### config.mk
export PLATFORM = sky130hd
export DESIGN_NAME = saph_pixread_responder_flat
export DESIGN_NICKNAME = d
export VERILOG_FILES = /design/src/rtl/saph_defines.sv /design/src/rtl/saph_pixread_responder_if.sv /design/src/rtl/saph_pixread_responder.sv /design/src/flat_wrapper.sv
export SDC_FILE = /design/constraint.sdc
export NUM_CORES = 1
export LEC_CHECK = 0
export CAP_MARGIN = 20
export CORE_ASPECT_RATIO = 0.8
export CORE_MARGIN = 3
export CORE_UTILIZATION = 50
export DETAILED_ROUTE_END_ITERATION = 6
export PLACE_DENSITY = 0.74
export SLEW_MARGIN = 15
export SYNTH_ARGS = -nofsm -noshare
export SYNTH_HDL_FRONTEND = slang
export SYNTH_SLANG_ARGS = --single-unit
### constraint.sdc
create_clock -name clk -period 1.35 [get_ports clk]
set_clock_uncertainty 0.05 [all_clocks]
set_input_delay 0.27 -clock clk [delete_from_list [all_inputs] [get_ports clk]]
set_output_delay 0.27 -clock clk [all_outputs]
set_load 0.03 [all_outputs]
### src/rtl/saph_defines.sv
// Shared Sapphire type definitions: the packed RGB565 pixel colour.
package saph_defines;

  typedef struct packed {
    logic [4:0] r;
    logic [5:0] g;
    logic [4:0] b;
  } color;

endpackage

### src/rtl/saph_pixread_responder_if.sv
// Sapphire pixel-lookup port: the GPU issues (x, y) lookups and receives the colour.
interface saph_pixread_responder_if;
  import saph_defines::*;

  logic        d_trig;
  logic [13:0] d_x;
  logic [13:0] d_y;
  logic        d_ready;
  color        q_res;

  modport master (output d_trig, d_x, d_y, input d_ready, q_res);
  modport slave  (input d_trig, d_x, d_y, output d_ready, q_res);
endinterface

### src/rtl/saph_pixread_responder.sv
// MEM-side pixel lookup responder: (x, y) -> word read -> colour after exactly LATENCY cycles.
// Optional single-entry last-pixel cache enabled by defining SAPH_PIXREAD_CACHE_EN.
module saph_pixread_responder
  import saph_defines::*;
#(
  parameter int unsigned LATENCY = 4,
  parameter int unsigned MEM_LAT = 2,
  parameter int unsigned ADDR_W  = 32
) (
  input  logic                    clk,
  input  logic                    rst_n,
  saph_pixread_responder_if.slave pix,
  input  logic [ADDR_W-1:0]       cfg_base,
  input  logic [15:0]             cfg_stride,
  input  logic [13:0]             cfg_width,
  input  logic [13:0]             cfg_height,
  input  color                    cfg_border,
  input  logic                    mem_ready,
  output logic                    mem_re,
  output logic [ADDR_W-1:0]       mem_addr,
  input  color                    mem_rdata
);

  localparam int unsigned DLY = LATENCY - MEM_LAT - 1;

  if (LATENCY < MEM_LAT + 2) begin : g_latency_check
    $error("saph_pixread_responder: LATENCY must be at least MEM_LAT+2");
  end

  typedef enum logic [1:0] {SRC_MEM, SRC_BORDER, SRC_CACHE} src_e;

  typedef struct packed {
    src_e src;
    color colour;
  } slot_t;

  logic              accept;
  logic              oob;
  logic              hit;
  logic              issue;
  logic [ADDR_W-1:0] addr_calc;
  src_e              new_src;
  color              cap_colour;

  // pv/ps: slot from the accept edge up to the data-capture edge
  logic [MEM_LAT:0]  pv;
  slot_t             ps [MEM_LAT+1];
  // dv/dd: captured colours waiting for their q_res edge
  logic [DLY-1:0]    dv;
  color              dd [DLY];

  assign pix.d_ready = mem_ready & rst_n;
  assign accept      = pix.d_trig & pix.d_ready;

  always_comb begin
    oob       = (pix.d_x >= cfg_width) | (pix.d_y >= cfg_height);
    addr_calc = cfg_base + ADDR_W'(pix.d_y) * ADDR_W'(cfg_stride) + ADDR_W'(pix.d_x);
  end

`ifdef SAPH_PIXREAD_CACHE_EN
  logic              tag_valid;
  logic [ADDR_W-1:0] tag_addr;
  logic [ADDR_W-1:0] base_q;
  logic [15:0]       stride_q;
  logic              cfg_changed;
  color              cache_colour;

  assign cfg_changed = (cfg_base != base_q) | (cfg_stride != stride_q);
  assign hit         = tag_valid & ~cfg_changed & (tag_addr == addr_calc);

  // The tag follows the most recently issued read; its data lands in cache_colour before
  // any later hit reaches capture, which gives in-flight forwarding for free.
  always_ff @(posedge clk or negedge rst_n) begin
    if (!rst_n) begin
      tag_valid <= 1'b0;
      tag_addr  <= '0;
      base_q    <= '0;
      stride_q  <= '0;
    end else begin
      if (accept) begin
        base_q   <= cfg_base;
        stride_q <= cfg_stride;
      end
      if (issue) begin
        tag_valid <= 1'b1;
        tag_addr  <= addr_calc;
      end else if (cfg_changed) begin
        tag_valid <= 1'b0;
      end
    end
  end

  always_ff @(posedge clk) begin
    if (pv[MEM_LAT] && (ps[MEM_LAT].src == SRC_MEM)) cache_colour <= mem_rdata;
  end
`else
  assign hit = 1'b0;
`endif

  assign issue = accept & ~oob & ~hit;

  always_comb begin
    // NOTE: every always_comb output gets a default first so no path can infer a latch.
    new_src = SRC_MEM;
    if (oob)      new_src = SRC_BORDER;
    else if (hit) new_src = SRC_CACHE;
  end

  always_comb begin
    cap_colour = ps[MEM_LAT].colour;
    case (ps[MEM_LAT].src)
      SRC_MEM:   cap_colour = mem_rdata;
`ifdef SAPH_PIXREAD_CACHE_EN
      SRC_CACHE: cap_colour = cache_colour;
`endif
      default:   ;
    endcase
  end

  always_ff @(posedge clk or negedge rst_n) begin
    if (!rst_n) begin
      pv        <= '0;
      dv        <= '0;
      mem_re    <= 1'b0;
      mem_addr  <= '0;
      pix.q_res <= '0;
    end else begin
      // NOTE: state uses non-blocking assignments so every register sees pre-edge values.
      pv[0] <= accept;
      for (int i = 1; i <= int'(MEM_LAT); i++) pv[i] <= pv[i-1];
      dv[0] <= pv[MEM_LAT];
      for (int i = 1; i < int'(DLY); i++) dv[i] <= dv[i-1];
      mem_re <= issue;
      if (issue)      mem_addr  <= addr_calc;
      if (dv[DLY-1])  pix.q_res <= dd[DLY-1];
    end
  end

  // NOTE: payload lanes carry no reset; only the valid bits above decide what reaches q_res.
  always_ff @(posedge clk) begin
    ps[0] <= '{src: new_src, colour: cfg_border};
    for (int i = 1; i <= int'(MEM_LAT); i++) ps[i] <= ps[i-1];
    dd[0] <= cap_colour;
    for (int i = 1; i < int'(DLY); i++) dd[i] <= dd[i-1];
  end

endmodule

### src/flat_wrapper.sv
// flat-port wrapper written by rule: the top's interface ports become plain ports
module saph_pixread_responder_flat import saph_defines::*;
#(
  parameter int unsigned LATENCY = 4,
  parameter int unsigned MEM_LAT = 2,
  parameter int unsigned ADDR_W  = 32
)
  (clk, rst_n, cfg_base, cfg_stride, cfg_width, cfg_height, cfg_border, mem_ready, mem_re, mem_addr, mem_rdata, pix_d_trig, pix_d_x, pix_d_y, pix_d_ready, pix_q_res);
  saph_pixread_responder_if pix_i ();
  input  logic clk;
  input  logic rst_n;
  input  logic [ADDR_W-1:0] cfg_base;
  input  logic [15:0] cfg_stride;
  input  logic [13:0] cfg_width;
  input  logic [13:0] cfg_height;
  input  color cfg_border;
  input  logic mem_ready;
  output logic mem_re;
  output logic [ADDR_W-1:0] mem_addr;
  input  color mem_rdata;
  input wire logic [$bits(pix_i.d_trig)-1:0] pix_d_trig;
  input wire logic [$bits(pix_i.d_x)-1:0] pix_d_x;
  input wire logic [$bits(pix_i.d_y)-1:0] pix_d_y;
  output wire logic [$bits(pix_i.d_ready)-1:0] pix_d_ready;
  output wire logic [$bits(pix_i.q_res)-1:0] pix_q_res;
  assign pix_i.d_trig = pix_d_trig;
  assign pix_i.d_x = pix_d_x;
  assign pix_i.d_y = pix_d_y;
  assign pix_d_ready = pix_i.d_ready;
  assign pix_q_res = pix_i.q_res;
  saph_pixread_responder #(.LATENCY(LATENCY), .MEM_LAT(MEM_LAT), .ADDR_W(ADDR_W)) u_core (.clk(clk), .rst_n(rst_n), .pix(pix_i), .cfg_base(cfg_base), .cfg_stride(cfg_stride), .cfg_width(cfg_width), .cfg_height(cfg_height), .cfg_border(cfg_border), .mem_ready(mem_ready), .mem_re(mem_re), .mem_addr(mem_addr), .mem_rdata(mem_rdata));
endmodule
[Word level (Yosys, flattened, before mapping)]
Memories as Yosys holds them, arrays and structs flattened. A register that Yosys moved wholly into a read port is not among the register bits.
Cells that the tools add are included.
Storage, ports and cells
  register bits after elaboration: 37
  bits in writable memories: 70
  output and inout bits: 50
  memories: 2
  logic and storage cells: 20
  input bits: 140
Operators by class
  muxes and demuxes: 2
  $add $sub $neg: 2
  multiply operators: 1
  bitwise logic cells: 5
  reduce and logical (&&, ||, !) cells: 2
  order comparisons: 2
Memory list
  u_core.ps: depth 3, bits a word 18, read ports 3, clocked after memory_dff 0, write ports 3, RTL line saph_pixread_responder.sv:47  | slot_t ps [MEM_LAT+1];
  u_core.dd: depth 1, bits a word 16, read ports 1, clocked after memory_dff 1, write ports 1, RTL line saph_pixread_responder.sv:50  | color dd [DLY];
Operator list (number)
  $add 32x14->32: 1
  $add 32x30->32: 1
  $mul 14x16->30: 1
  $ge 14x14->1: 2
  $mux 16: 1
  $and 1x1->1: 3
  $logic_not 2->1: 1
  $logic_not 1->1: 1
  $mux 1: 1
  $not 1->1: 1
  $or 1x1->1: 1

[Logic depth before layout (Yosys ltp)]
Gate-level depths: netlist of the first run.
  depth after elaboration: 4
  depth in mapped cells: 24
  mapped depth without buffers: 22

[Least setup slack after synthesis of the first run]
OpenSTA, ideal clock, no wires.
  path kind: in2reg
  start: input pix_d_y[5]
  end: register u_core.mem_addr[26]
  path buffers: 2
  data required time: 1205 ps
  setup time: 95 ps
  stages on the path: 22
  setup slack: -4471 ps
  data arrival time: 5676 ps
  cells stage by stage: clkbuf_1 nand2_1 fa_1 inv_1 fa_1 inv_1 fa_1 inv_1 fa_1 fa_1 inv_1 fa_1 inv_1 ha_1 clkbuf_1 a21oi_1 a21boi_1 a221oi_1 a2111oi_2 or3_1 and3_1 o31ai_1
Between the ends
  word-level cells in the longest chain between the ends: 4
  elaborated cells on any way between the ends: 7
  classes of those cells: add/sub (2); mul (1); order compare (1); bitwise (3)
RTL lines
  start, declared: RTL line flat_wrapper.sv:23  | input wire logic [$bits(pix_i.d_y)-1:0] pix_d_y;
  branches (longest 4 deep; another with $add 32x30->32)
  end signal, assigned: RTL line saph_pixread_responder.sv:134  | if (issue) mem_addr <= addr_calc;
  end, declared: RTL line saph_pixread_responder.sv:20  | output logic [ADDR_W-1:0] mem_addr,
Several ways; the timed one is not identified.
A chain may end at the register's enable or synchronous reset.

[Final worst setup path of the first run]
  start: input pix_d_y[3]
  end: register u_core.mem_addr[26]
The elaborated chain is that of the path after synthesis.

==> flow_metrics.tcl, run 1 <==
set metrics [dict create \
    status "complete, but fails checks" \
    violations "negative hold slack, negative setup slack" \
    yosys_warnings 0 \
    clkTransAtPathRegs_ps 60 \
    place.gp.congestion 0.9168 \
    wl_met3_mm 2.509 \
    netlist_instances 1350 \
    wl_met2_mm 19.34 \
    top_layer "met4" \
    synthFlopType "dfxtp_1" \
    synthArstFlopShare_pct 44.17 \
    wl_per_cell_um 17.56 \
    io_buffers 189 \
    syn_to_final_growth_pct 49.09 \
    synth_fp_nets 1827 \
    cp.required_ps 1620 \
    fin_setup_tns_ps -109380 \
    holdCritPathClass "in -> async" \
    syn_area_per_cell_um2 9.636 \
    htree_levels 4 \
    firstDrtPassIters 5 \
    path_max_fanout 5 \
    cp.arrival_ps 5780 \
    grt_pass1_vias 11600 \
    dp_hpwl_mm 26.53 \
    track_usage_pct 25.98 \
    max_freq_mhz 181.5 \
    die_h_um 150.3 \
    clkSinkCount 120 \
    slew_viol_final 0 \
    ioPinCount 190 \
    start_util_pct 51.14 \
    cts_tree "yes" \
    fp.coreArea_um2 25440 \
    finalSetupViolCount 35 \
    numCtsBuffers 17 \
    ys_ff_latch 120 \
    finalWorstSetupSlack_ps -4159 \
    cp-end-kind "flop" \
    cts_hold_buffers 0 \
    ys_types 51 \
    grt_pass1_wl_mm 57.78 \
    drc_errors 0 \
    drt_iter0_drc 477 \
    die_width_um 186.3 \
    clockBufferDepth 2 \
    dieArea_um2 28000 \
    worstMarginPinSlew_ps 709.4 \
    wirelength_met1_mm 14.53 \
    hold_ws_ps -8.782 \
    path_class "in -> reg" \
    hold_violations 6 \
    syn_area_um2 13010 \
    antenna_found_initial 0 \
    vias_per_cell 5.049 \
    vias 10690 \
    synth_edf_count 0 \
    grt_overflow 0 \
    grt_max_degree 54 \
    wl_mm 37.20 \
    root_buffer "clkbuf_16" \
    final_nets 2231 \
    drive_gt1_share_pct 35.54 \
    rsz0062_at_grt "true" \
    antenna_left 0 \
    maxCapViolCount 0 \
    fin_crit_sh_pct 408.1 \
    clkLatencyLatePin_ps 420 \
    max_slew_margin_pct 52.70 \
    timing.final.crit_period_ps 5509 \
    crit_path_start_kind "primary input" \
    fp-row-count 52 \
    n_antenna_cell 0 \
    ys_seq_area_share_pct 20.51 \
]
[cells by family after synthesis]
kind of cell             count (synthesis)  synth area share (%)
AO/OA/AOI/OAI                          139                 6.877
buffers and inverters                  358                 10.45
adder cells (fa/ha/maj)                337                 44.47
AND/OR/NAND/NOR                        331                 12.53
multiplexers                            36                 3.203
flip-flops                             120                 20.51
XOR/XNOR                                29                 1.952
[metal layers]
layer / vias up / GRT usage, %
met1: 5313 / 32.29
met4: 0 / 5.553
met2: 381 / 46.59
li1: 4929 / -
met3: 70 / 6.308
met5: - / 0
[cell usage in the layout (no fill, tap or decap), types with 41 or more instances in the layout]
master / netlist / layout
inv_1: 307 / 264
fa_1: 209 / 202
buf_4: 0 / 188
nand2_1: 160 / 144
ha_1: 128 / 83
and2_1: 115 / 80
clkdlybuf4s50_1: 0 / 79
buf_6: 2 / 72
dfxtp_1: 67 / 67
dfrtp_1: 53 / 52
inv_2: 0 / 41
[flip-flops by register name (all words and copies together) (netlist names)]
signal and flops:
u_core.ps 51, u_core.mem_addr 32, u_core.dd 16, u_core.pix.q_res 16
u_core.pv 3, u_core.dv 1, u_core.mem_re 1
[critical path, cell delays in order]
cell	delay, ps
buf_8	110
buf_6	120
and2_4	130
fa_1	550
inv_2	40
fa_1	490
inv_2	40
fa_1	590
fa_1	440
fa_1	540
inv_2	60
fa_1	490
inv_2	40
ha_4	250
a21o_1	140
a21oi_2	80
a21boi_4	150
a221oi_4	350
a2111oi_4	100
or3_4	410
and3_4	160
o31ai_2	220
[through the flow]
| step | setup WS [ps] | std cells | utilization [%] | cell area (µm²) |
|---|---|---|---|---|
| after floorplan | -4096 | 1350 | - | 13640 |
| after global placement | -4817 | 2021 | 67.17 | 17090 |
| after detailed placement | -4887 | 2021 | 67.17 | 17090 |
| after CTS | -4121 | 2109 | 74.33 | 18910 |
| after global routing | -4274 | 2118 | 76.24 | 19390 |
| final | -4159 | 2118 | 76.24 | 19390 |
[worst paths after layout]
path / startpoint / end / slack (ps) / depth (start not counted)
hold reg to reg: u_core.ps[0][9] / u_core.ps[0][27] / 270 / 0
max in group asynchronous: rst_n / u_core.mem_addr[30] / 750 / 2
setup / recovery: pix_d_y[3] / u_core.mem_addr[26] / -4160 / 22
min in group clk: cfg_border[15] / u_core.ps[0][15] / 240 / 1
hold / removal: rst_n / u_core.mem_re / -9 / 2
setup reg to reg: u_core.dv / u_core.pix.q_res[14] / 290 / 2
[synth_stat cells (22+ instances only)]
library cell	number	area share, %
o21ai_0	40	1.5
ha_1	128	12
a21oi_1	34	1.3
dfrtp_1	53	10
mux2_2	33	2.9
inv_1	307	8.9
nand2_1	160	4.6
fa_1	209	32
clkbuf_1	46	1.3
a21o_1	22	1.3
and2_1	115	5.5
dfxtp_1	67	10
[layout make-up]
class	count	area [µm²]
Tap cell	351	439.2
Clock buffer	17	425.4
Fill cell	1537	6045
Sequential cell	120	2669
Clock inverter	15	132.6
Multi-Input combinational cell	872	10220
Timing Repair Buffer	436	4343
Inverter	307	1167
[what timing repair did]
| item | 4_1_cts | 5_1_grt |
|---|---|---|
| endpoints found under the setup margin | 39 | 42 |
| gates cloned | 5 | 0 |
| setup buffers | 54 | 18 |
| resized for setup | 347 | 148 |
| hold endpoints to repair | 0 | 0 |
| pin swaps | 134 | 113 |
Power of run 1 is left out: the tool's default activity adds up to more than one toggle a clock period on the data nets, which glitch-free logic cannot reach.
==> run 2, diff against run 1 <==
- ABC_AREA: unset -> 0
==> results of run 2 <==
No change in the layout: final DEF, timing and power equal those of run 1.
Power of run 2 is left out for the same reason.
==> run 3, diff against run 2 <==
- ABC_CLOCK_PERIOD_IN_PS: unset -> 1350
- CORE_UTILIZATION: 50 -> 51
- PLACE_DENSITY: 0.74 -> 0.76
==> run 3 against run 2 <==
  * The run ends with negative setup slack left
  * Sequential share of layout area increased by 0.061 points
  * Clock-buffer cell count is 2 higher
  * Cell count shrank 1.1%
  * First-iteration DRC count increased by 77%
  * Non-clock buffer count up 6
  * Global-route usage up 1.6 points
  * Maximum frequency down 2.1%
  * Via count increased by 6.2%
  * Largest cell class unchanged
==> flow_metrics.tcl, run 3 (synthesis gave the netlist of run 1 again) <==
set metrics [dict create \
    status "complete, but fails checks" \
    violations "negative setup slack" \
    finalWorstSetupSlack_ps -4276 \
    path_max_fanout 5 \
    wl_mm 41.45 \
    clkSinkCount 120 \
    dpl-instance-area_um2 17090 \
    cts_hold_buffers 0 \
    die_width_um 184.6 \
    crit_path_start_kind "primary input" \
    ioPinCount 190 \
    antenna_left 0 \
    syn_to_final_growth_pct 48.57 \
    io_buffers 189 \
    final_core_util_pct 78.26 \
    fp-row-count 51 \
    dieArea_um2 27470 \
    clkTransAtPathRegs_ps 60 \
    fill_cells 1395 \
    worstMarginPinSlew_ps 727.7 \
    final_cell_mix "inv_1 (258), buf_4 (204), fa_1 (198)" \
    grt_overflow 0 \
    final_nets 2239 \
    antenna_found_initial 1 \
    cp.arrival_ps 5880 \
    track_usage_pct 27.58 \
    holdCritPathClass "in -> async" \
    dpl_worst_slack_ps -4941 \
    grt_pass1_vias 11960 \
    fp.coreArea_um2 24690 \
    finalSetupViolCount 35 \
    htree_levels 4 \
    cp-end-kind "flop" \
    drt_iter0_drc 845 \
    dp_hpwl_mm 27.11 \
    clkLatencyLatePin_ps 410 \
    largest_reg_flops 51 \
    path_class "in -> reg" \
    max_freq_mhz 177.7 \
    clockBufferDepth 2 \
    max_slew_margin_pct 51.49 \
    drive_gt1_share_pct 35.89 \
    vias 11350 \
    root_buffer "clkbuf_16" \
    vias_per_cell 5.421 \
    drc_errors 0 \
    wl_per_cell_um 19.79 \
    hold_violations 0 \
    fin_crit_sh_pct 416.8 \
    final_common_cell "inv_1" \
    start_util_pct 52.68 \
    cts_tree "yes" \
    numCtsBuffers 17 \
    grt_pass1_wl_mm 59.62 \
    maxCapViolCount 0 \
    die_h_um 148.9 \
    rsz0062_at_grt "true" \
    grt_max_degree 54 \
    top_regs "u_core.ps x51, u_core.mem_addr x32" \
    regMostFlops "u_core.ps" \
    cp.required_ps 1610 \
    place.gp.congestion 0.9203 \
    r2r_slack_ps 230 \
    slew_viol_final 0 \
    timing.final.crit_period_ps 5626 \
    stdcell_area_um2 19330 \
    firstDrtPassIters 5 \
]
-- run 3: changes by cell type in the layout (fill, tap and decap cells not counted), sizes merged, moves of 2 or more --
cell	change
inv	-8
clkbuf	+3
bufinv	+3
or2	+2
clkdlybuf4s15	+3
buf	+5
dlymetal6s2s	-5
dlygate4sd2	+4
clkinvlp	+2
-- run 3: worst paths after layout --
check                                 from                   end  depth (start not counted)
max in group asynchronous            rst_n  u_core.pix.q_res[13]                          2
min reg2reg                u_core.ps[0][3]      u_core.ps[0][21]                          0
min                                  rst_n  u_core.pix.q_res[15]                          2
max reg2reg                      u_core.dv   u_core.pix.q_res[2]                          2
min in group clk             cfg_border[0]       u_core.ps[0][0]                          1
max                          cfg_stride[9]   u_core.mem_addr[26]                         22
-- run 3: final cells by class --
class | instances | area [µm²] | area share [%]
Antenna cell | 1 | 2.502 | 0.01295
Sequential cell | 120 | 2671 | 13.82
Tap cell | 318 | 397.9 | 2.059
Clock inverter | 13 | 165.2 | 0.8545
Multi-Input combinational cell | 874 | 10130 | 52.44
Clock buffer | 19 | 475.5 | 2.460
Timing Repair Buffer | 442 | 4313 | 22.32
Inverter | 307 | 1167 | 6.040
-- run 3: what timing repair did --
| item | in CTS | in global routing |
|---|---|---|
| setup endpoints to repair | 37 | 38 |
| setup buffers | 45 | 26 |
| pin swaps | 154 | 93 |
| resized for setup | 367 | 129 |
| cloned | 5 | 0 |
-- run 3: critical path: stages --
cell and delay [ps]:
buf_6 90, buf_6 120, and2_4 160, fa_1 580, inv_2 60, fa_1 540, inv_1 60, fa_1 510
fa_1 450, fa_1 550, inv_2 50, fa_1 520, inv_2 50, ha_4 250, a21o_1 150, a21oi_2 80
a21boi_4 150, a221oi_4 350, a2111oi_4 90, or3_1 420, and3_1 170, o31ai_1 210
-- run 3: metal layers --
| metal | vias to the layer above | GRT usage, % | routed length (µm) |
|---|---|---|---|
| li1 | 4947 | - | - |
| met1 | 5623 | 34.92 | 15310 |
| met2 | 602 | 48.21 | 21110 |
| met3 | 180 | 5.119 | 3079 |
| met4 | 0 | 8.576 | 1939 |
| met5 | - | 0 | 0 |
-- run 3: metrics by stage --
stage          hold WS, ps  TNS (ps)  instances
2_1_floorplan       -75.59   -106030       1350
3_3_place_gp         259.6   -135040       1997
3_5_place_dp         262.1   -137750       1997
4_1_cts              20.88   -108940       2075
5_1_grt              49.47   -114990       2094
6_report             2.762   -111840       2094
Power of run 3 is left out for the same reason.
